## config.mk

```make
export PLATFORM = sky130hd
export DESIGN_NAME = imem_slv
export DESIGN_NICKNAME = d
export VERILOG_FILES = /design/src/rtl/imem_pkg.sv /design/src/rtl/imem_par_chk.sv /design/src/rtl/imem_slv.sv
export SDC_FILE = /design/constraint.sdc
export NUM_CORES = 1
export LEC_CHECK = 0
export ABC_AREA = 1
export CAP_MARGIN = 20
export CORE_MARGIN = 5
export CORE_UTILIZATION = 35
export DETAILED_ROUTE_END_ITERATION = 6
export HOLD_SLACK_MARGIN = 0.15
export PLACE_DENSITY_LB_ADDON = 0.3
export SYNTH_ARGS = -nofsm -noshare
export SYNTH_HDL_FRONTEND = slang
export SYNTH_SLANG_ARGS = --single-unit
export TNS_END_PERCENT = 5
```

## constraint.sdc

```tcl
create_clock -name clk -period 1 [get_ports clk]
set_input_delay 0.15 -clock clk [delete_from_list [all_inputs] [get_ports clk]]
set_output_delay 0.15 -clock clk [all_outputs]
set_load 0.02 [all_outputs]
```

## src/rtl/imem_pkg.sv

```systemverilog
// ----------------------------------------------------------------------------
// imem_pkg
// Shared types, constants and helpers for the instruction-memory responder.
//   imem_state_e : responder FSM states (IDLE, WAIT)
//   IMEM_BAD_*   : encodings of the {access_fault, page_fault} response field
//   region_hit() : unsigned "is this address inside the region" compare
// ----------------------------------------------------------------------------
package imem_pkg;

    typedef enum logic {
        IDLE = 1'b0,
        WAIT = 1'b1
    } imem_state_e;

    localparam logic [1:0] IMEM_BAD_NONE   = 2'b00;
    localparam logic [1:0] IMEM_BAD_ACCESS = 2'b10;

    // The subtraction is done modulo 2**addr_w, so an address below the base
    // wraps to a huge offset and falls outside the region.
    function automatic logic region_hit(
        input logic [63:0] addr,
        input logic [63:0] base,
        input int unsigned addr_w,
        input int unsigned size_w
    );
        logic [63:0] diff;
        logic [63:0] mask;
        mask = (addr_w >= 64) ? '1 : ((64'd1 << addr_w) - 64'd1);
        diff = (addr - base) & mask;
        if (size_w >= 64) begin
            return 1'b1;
        end
        return (diff >> size_w) == 64'd0;
    endfunction

endpackage

```

## src/rtl/imem_par_chk.sv

```systemverilog
// ----------------------------------------------------------------------------
// imem_par_chk
// Combinational per-byte even-parity checker for SRAM read data.
// Ports:
//   data : SRAM read word
//   par  : one even-parity bit per byte of data
//   err  : 1 when any byte together with its parity bit has odd weight
// ----------------------------------------------------------------------------
module imem_par_chk #(
    parameter int DATA_W = 32
) (
    input  logic [DATA_W-1:0]   data,
    input  logic [DATA_W/8-1:0] par,
    output logic                err
);

    always_comb begin
        err = 1'b0;
        for (int i = 0; i < DATA_W / 8; i++) begin
            if (^{data[i*8 +: 8], par[i]}) begin
                err = 1'b1;
            end
        end
    end

endmodule

```

## src/rtl/imem_slv.sv

```systemverilog
// ----------------------------------------------------------------------------
// imem_slv
// Slave end of the instruction fetch port. Fronts a 1-cycle-latency SRAM,
// inserts WAIT_CYC busy cycles per access and range-checks every address;
// out-of-range fetches return an access fault without strobing the SRAM.
// Optional feature macro: IMEM_PARITY_EN (per-byte SRAM parity checking).
// Ports:
//   clk, rst    : clock, synchronous active-high reset
//   imem_req    : fetch request (accepted when imem_busy is low)
//   imem_addr   : fetch byte address, bits [1:0] ignored
//   imem_rdata  : fetch response data
//   imem_bad    : {access_fault, page_fault}; page_fault is always 0
//   imem_busy   : responder busy, response pending
//   sram_cs     : SRAM read strobe (acceptance cycle, in-range only)
//   sram_addr   : SRAM word address
//   sram_rdata  : SRAM data, valid the cycle after sram_cs
//   sram_par    : per-byte even parity of sram_rdata
// ----------------------------------------------------------------------------
module imem_slv
    import imem_pkg::*;
#(
    parameter int                ADDR_W   = 32,
    parameter int                DATA_W   = 32,
    parameter logic [ADDR_W-1:0] BASE     = '0,
    parameter int                SIZE_W   = 16,
    parameter int                WAIT_CYC = 0
) (
    input  logic                clk,
    input  logic                rst,
    input  logic                imem_req,
    input  logic [ADDR_W-1:0]   imem_addr,
    output logic [DATA_W-1:0]   imem_rdata,
    output logic [1:0]          imem_bad,
    output logic                imem_busy,
    output logic                sram_cs,
    output logic [SIZE_W-3:0]   sram_addr,
    input  logic [DATA_W-1:0]   sram_rdata,
    input  logic [DATA_W/8-1:0] sram_par
);

    localparam logic [3:0] WAIT_INIT = 4'(WAIT_CYC);
    localparam bit         PASS_THRU = (WAIT_CYC == 0);

    imem_state_e       state_q, state_d;
    logic [3:0]        cnt_q, cnt_d;
    logic              cap_q, cap_d;
    logic              hit_q, hit_d;
    logic [DATA_W-1:0] hold_rdata_q, hold_rdata_d;
    logic [1:0]        hold_bad_q, hold_bad_d;

    logic              accept;
    logic              in_range;
    logic              par_err;
    logic [DATA_W-1:0] resp_rdata;
    logic [1:0]        resp_bad;

    // Parity checking is only compiled in when the feature is enabled; the
    // sram_par port stays in the port list either way.
`ifdef IMEM_PARITY_EN
    imem_par_chk #(
        .DATA_W (DATA_W)
    ) u_par_chk (
        .data (sram_rdata),
        .par  (sram_par),
        .err  (par_err)
    );
`else
    logic unused_par;
    assign unused_par = ^sram_par;
    assign par_err    = 1'b0;
`endif

    assign imem_busy = (state_q == WAIT);
    assign accept    = imem_req && !imem_busy;
    assign in_range  = region_hit(64'(imem_addr), 64'(BASE), ADDR_W, SIZE_W);
    assign sram_cs   = accept && in_range;
    assign sram_addr = imem_addr[SIZE_W-1:2];

    // Response as seen in the cycle after acceptance (cap_q high). A miss
    // never read the SRAM, so its data is forced to zero.
    always_comb begin
        resp_rdata = '0;
        resp_bad   = IMEM_BAD_ACCESS;
        if (hit_q) begin
            resp_rdata = sram_rdata;
            resp_bad   = par_err ? IMEM_BAD_ACCESS : IMEM_BAD_NONE;
        end
    end

    // With no wait states the response cycle is the SRAM data cycle, so the
    // data is passed straight through; otherwise it comes from the hold regs.
    always_comb begin
        imem_rdata = hold_rdata_q;
        imem_bad   = hold_bad_q;
        if (PASS_THRU && cap_q) begin
            imem_rdata = resp_rdata;
            imem_bad   = resp_bad;
        end
    end

    // Next-state logic: acceptance bookkeeping, hold capture and the
    // IDLE/WAIT busy sequencer.
    always_comb begin
        state_d      = state_q;
        cnt_d        = cnt_q;
        cap_d        = 1'b0;
        hit_d        = hit_q;
        hold_rdata_d = hold_rdata_q;
        hold_bad_d   = hold_bad_q;

        if (accept) begin
            cap_d = 1'b1;
            hit_d = in_range;
        end

        if (cap_q) begin
            hold_rdata_d = resp_rdata;
            hold_bad_d   = resp_bad;
        end

        case (state_q)
            IDLE: begin
                if (accept && !PASS_THRU) begin
                    state_d = WAIT;
                    cnt_d   = WAIT_INIT;
                end
            end
            WAIT: begin
                cnt_d = cnt_q - 4'd1;
                if (cnt_q <= 4'd1) begin
                    state_d = IDLE;
                    cnt_d   = 4'd0;
                end
            end
            default: begin
                state_d = IDLE;
                cnt_d   = 4'd0;
            end
        endcase
    end

    // State register; reset drops any in-flight access and clears the hold.
    always_ff @(posedge clk) begin
        if (rst) begin
            state_q      <= IDLE;
            cnt_q        <= 4'd0;
            cap_q        <= 1'b0;
            hit_q        <= 1'b0;
            hold_rdata_q <= '0;
            hold_bad_q   <= IMEM_BAD_NONE;
        end else begin
            state_q      <= state_d;
            cnt_q        <= cnt_d;
            cap_q        <= cap_d;
            hit_q        <= hit_d;
            hold_rdata_q <= hold_rdata_d;
            hold_bad_q   <= hold_bad_d;
        end
    end

endmodule

```

==> flow_results.xml <==
<?xml version="1.0" encoding="UTF-8"?>
<metrics>
  <group name="drt">
    <metric name="wire_per_inst" unit="µm">10.96</metric>
    <metric name="drt_pass1_iterations" unit="">3</metric>
    <metric name="ant_nets" unit="">0</metric>
    <metric name="post-route-drc-count" unit="">0</metric>
    <metric name="drt_iter0_markers" unit="">25</metric>
    <metric name="vias_per_cell" unit="">4.166</metric>
    <metric name="vias" unit="">1808</metric>
    <metric name="postRouteWirelength" unit="µm">4758</metric>
  </group>
  <group name="yosys">
    <metric name="synth-seq-area-share" unit="">0.3868</metric>
    <metric name="synthDominantCellAreaShare" unit="">0.3868</metric>
    <metric name="synth-warning-count" unit="">0</metric>
    <metric name="postSynthAreaPerCell" unit="µm²">7.689</metric>
    <metric name="synth_cells" unit="">276</metric>
    <metric name="yosys_register_bits" unit="">41</metric>
    <metric name="synthDistinctLibCells" unit="">22</metric>
    <metric name="synthTopCellsByArea" unit="">sky130_fd_sc_hd__dfxtp_1, sky130_fd_sc_hd__inv_1, sky130_fd_sc_hd__o22ai_2, sky130_fd_sc_hd__nor2_1, sky130_fd_sc_hd__buf_4</metric>
    <metric name="synthesis.area" unit="µm²">2122</metric>
    <metric name="yosysTopAreaCell" unit="">sky130_fd_sc_hd__dfxtp_1</metric>
    <metric name="postSynthNetCount" unit="">349</metric>
  </group>
  <group name="timing">
    <metric name="fin_setup_tns" unit="ns">-12.67</metric>
    <metric name="maxSlewViolCount" unit="">0</metric>
    <metric name="slew_headroom" unit="">0.8560</metric>
    <metric name="setup_repair_after_global_routing_missed_its_margin" unit="">true</metric>
    <metric name="final-setup-viol-count" unit="">40</metric>
    <metric name="hold_viol" unit="">0</metric>
    <metric name="finalCritPeriodShare" unit="">1.384</metric>
    <metric name="final.setup_skew" unit="ns">0.003310</metric>
    <metric name="whs" unit="ns">0.3000</metric>
    <metric name="timing.final.ws_setup" unit="ns">-0.3836</metric>
    <metric name="finalWorstPathRequiredPeriod" unit="ns">1.384</metric>
    <metric name="slew_worst_pin" unit="ns">0.2160</metric>
    <metric name="max_freq" unit="MHz">722.7</metric>
  </group>
  <group name="final_layout">
    <metric name="num-nets-final" unit="">432</metric>
    <metric name="ff_latch_area" unit="µm²">829.5</metric>
    <metric name="layout_common_cells" unit="">sky130_fd_sc_hd__inv_1, sky130_fd_sc_hd__nor2_1, sky130_fd_sc_hd__clkdlybuf4s50_1, sky130_fd_sc_hd__dfxtp_1, sky130_fd_sc_hd__buf_6</metric>
    <metric name="n_antenna_cell" unit="">0</metric>
    <metric name="instances_no_fill" unit="">434</metric>
    <metric name="area_of_combinational_cells_with_multiple_inputs" unit="µm²">759.5</metric>
    <metric name="mostFrequentLayoutCell" unit="">sky130_fd_sc_hd__inv_1</metric>
    <metric name="fillCellCount" unit="">579</metric>
    <metric name="layout.core_utilization" unit="">0.5376</metric>
    <metric name="growth_of_design_area_from_synthesis_to_finish" unit="%">50.00</metric>
    <metric name="drive_gt1_frac" unit="">0.2786</metric>
  </group>
  <group name="power">
    <metric name="totalPowerFinal" unit="mW">3.037</metric>
    <metric name="sequential_cell_fraction_of_total_power" unit="">0.540</metric>
    <metric name="combinationalPowerShare" unit="">0.117</metric>
    <metric name="p_switching" unit="mW">0.6323</metric>
    <metric name="pwr_density_cell" unit="nW/µm²">954.2</metric>
    <metric name="worst_ir_drop_vdd" unit="µV">588.8</metric>
    <metric name="clockPowerShare" unit="">0.343</metric>
    <metric name="power.leakage" unit="nW">1.382</metric>
    <metric name="p_int" unit="mW">2.405</metric>
    <metric name="switching_share" unit="">0.2082</metric>
  </group>
  <group name="die">
    <metric name="die_h" unit="µm">87.87</metric>
    <metric name="std_cell_rows" unit="">28</metric>
    <metric name="count_of_pins_on_the_block_boundary" unit="">121</metric>
    <metric name="die-width" unit="µm">87.87</metric>
    <metric name="initial_utilization" unit="">0.3584</metric>
    <metric name="die-area" unit="µm²">7720</metric>
    <metric name="floorplan.core_area" unit="µm²">5921</metric>
  </group>
  <group name="setup_path">
    <metric name="setup.worst_path.end_class" unit="">output pin</metric>
    <metric name="crit_path_max_fo" unit="">22</metric>
    <metric name="path_class" unit="">reg2out</metric>
    <metric name="critPathLaunchType" unit="">register</metric>
    <metric name="cp_data_arrival_time" unit="ns">1.23</metric>
    <metric name="worst-endpoint-required" unit="ns">0.85</metric>
  </group>
  <group name="cts">
    <metric name="cts_inserted_buffers" unit="">5</metric>
    <metric name="worst_setup_hold_path_clk_slew" unit="ns">0.07</metric>
    <metric name="cts_tree" unit="">built</metric>
    <metric name="cts_root_buffer" unit="">sky130_fd_sc_hd__clkbuf_8</metric>
    <metric name="clkSinkCount" unit="">41</metric>
    <metric name="clk-insertion-delay-late" unit="ns">0.28</metric>
    <metric name="ctsHtreeMaxLevel" unit="">2</metric>
    <metric name="clock_path_buffers" unit="">2</metric>
    <metric name="cts_setup_buffers" unit="">0</metric>
  </group>
  <group name="global_routing">
    <metric name="vias_in_the_first_global_route" unit="">1751</metric>
    <metric name="largest_net_degree_at_the_start_of_global_routing" unit="">23</metric>
    <metric name="overflow" unit="">0</metric>
    <metric name="grt_antenna_before_repair" unit="">0</metric>
    <metric name="first_pass_grt_wire_length" unit="µm">7486</metric>
    <metric name="grtUsageTotal" unit="">0.1218</metric>
  </group>
  <group name="run">
    <metric name="cap_violations" unit="">0</metric>
  </group>
  <group name="place">
    <metric name="post-place-cells" unit="">427</metric>
    <metric name="gp_congestion" unit="">0.7517</metric>
    <metric name="io_buffer_count" unit="">86</metric>
    <metric name="place_hpwl" unit="µm">3676</metric>
  </group>
  <group name="worst_hold_path">
    <metric name="min_path_type" unit="">in2out</metric>
  </group>
  <group name="run_status">
    <metric name="failed_checks" unit="">negative setup slack</metric>
    <metric name="result_of_the_run" unit="">finished with violations</metric>
  </group>
</metrics>
==> layer usage <==
metal,track usage,part of all wire,up-vias
met5,0,0,-
met3,0.03575,0.081,5
met1,0.1340,0.40,815
li1,-,-,943
met4,0.04184,0.0084,0
met2,0.2219,0.51,45
==> worst paths after layout <==
check                                   start        endpoint  slack (ns)  cells past startpoint
worst max register to register       cnt_q[0]        cnt_q[2]       -0.09                      4
worst min-delay path            imem_addr[13]   sram_addr[11]        0.30                      0
worst min register to register       cnt_q[1]        cnt_q[1]        0.48                      2
worst max-delay path                    cap_q  imem_rdata[21]       -0.38                      4
==> metrics by stage <==
stage	instance area (µm²)	setup slack, ns
5_1_grt	3183	-0.4488
2_1_floorplan	2123	-0.1120
3_3_place_gp	3015	-0.6893
6_report	3183	-0.3836
3_5_place_dp	3015	-0.7098
4_1_cts	3149	-0.4025
==> worst max-delay path, cell delays in order (launching register included) <==
cell and delay (ns):
sky130_fd_sc_hd__dfxtp_4 0.39, sky130_fd_sc_hd__nand2_4 0.08, sky130_fd_sc_hd__buf_12 0.17, sky130_fd_sc_hd__o22ai_2 0.16, sky130_fd_sc_hd__buf_6 0.15
==> cell type report <==
type,count,area share
Inverter,104,0.1226
Tap cell,75,0.02948
Sequential cell,41,0.2606
Timing Repair Buffer,101,0.3215
Multi-Input combinational cell,106,0.2386
Clock buffer,7,0.02712
==> flip-flops by register name, summed over array words and instances, names as in the netlist <==
name	flops
cap_q	1
cnt_q	4
hit_q	1
hold_bad_q	2
hold_rdata_q	32
imem_busy	1
==> power groups by stage <==
| stage | combinational (mW) | sequential, mW | clock [mW] |
|---|---|---|---|
| after floorplan | 0.209 | 1.68 | 0 |
| after global placement | 0.351 | 1.68 | 0 |
| after global routing | 0.384 | 1.64 | 1.16 |
| after CTS | 0.356 | 1.64 | 1.09 |
| after detailed placement | 0.354 | 1.68 | 0 |
| final | 0.355 | 1.64 | 1.04 |
==> kinds of logic after synthesis <==
kind of cell / share of synthesized area
XOR/XNOR: 0.004128
buffers and inverters: 0.2730
AND/OR/NAND/NOR: 0.1221
AO/OA/AOI/OAI: 0.2022
adder cells (fa/ha/maj): 0.01179
flip-flops: 0.3868
==> repair_timing <==
item                       4_1_cts  5_1_grt
hold buffers                     0        0
pin swaps                        6        1
gates resized for setup        221        9
setup endpoints to repair       49       75
==> cell usage after synthesis, drive strengths merged <==
master  instances
inv           104
nor2           50
dfxtp          41
o22ai          32
buf            23
nand2           7
nand3           4
o21ai           3
a21oi           2
and2            2
clkbuf          2
ha              2
a311oi          1
nor3            1
o21a            1
xor2            1
No activity file was read; power rests on OpenSTA's default activity.
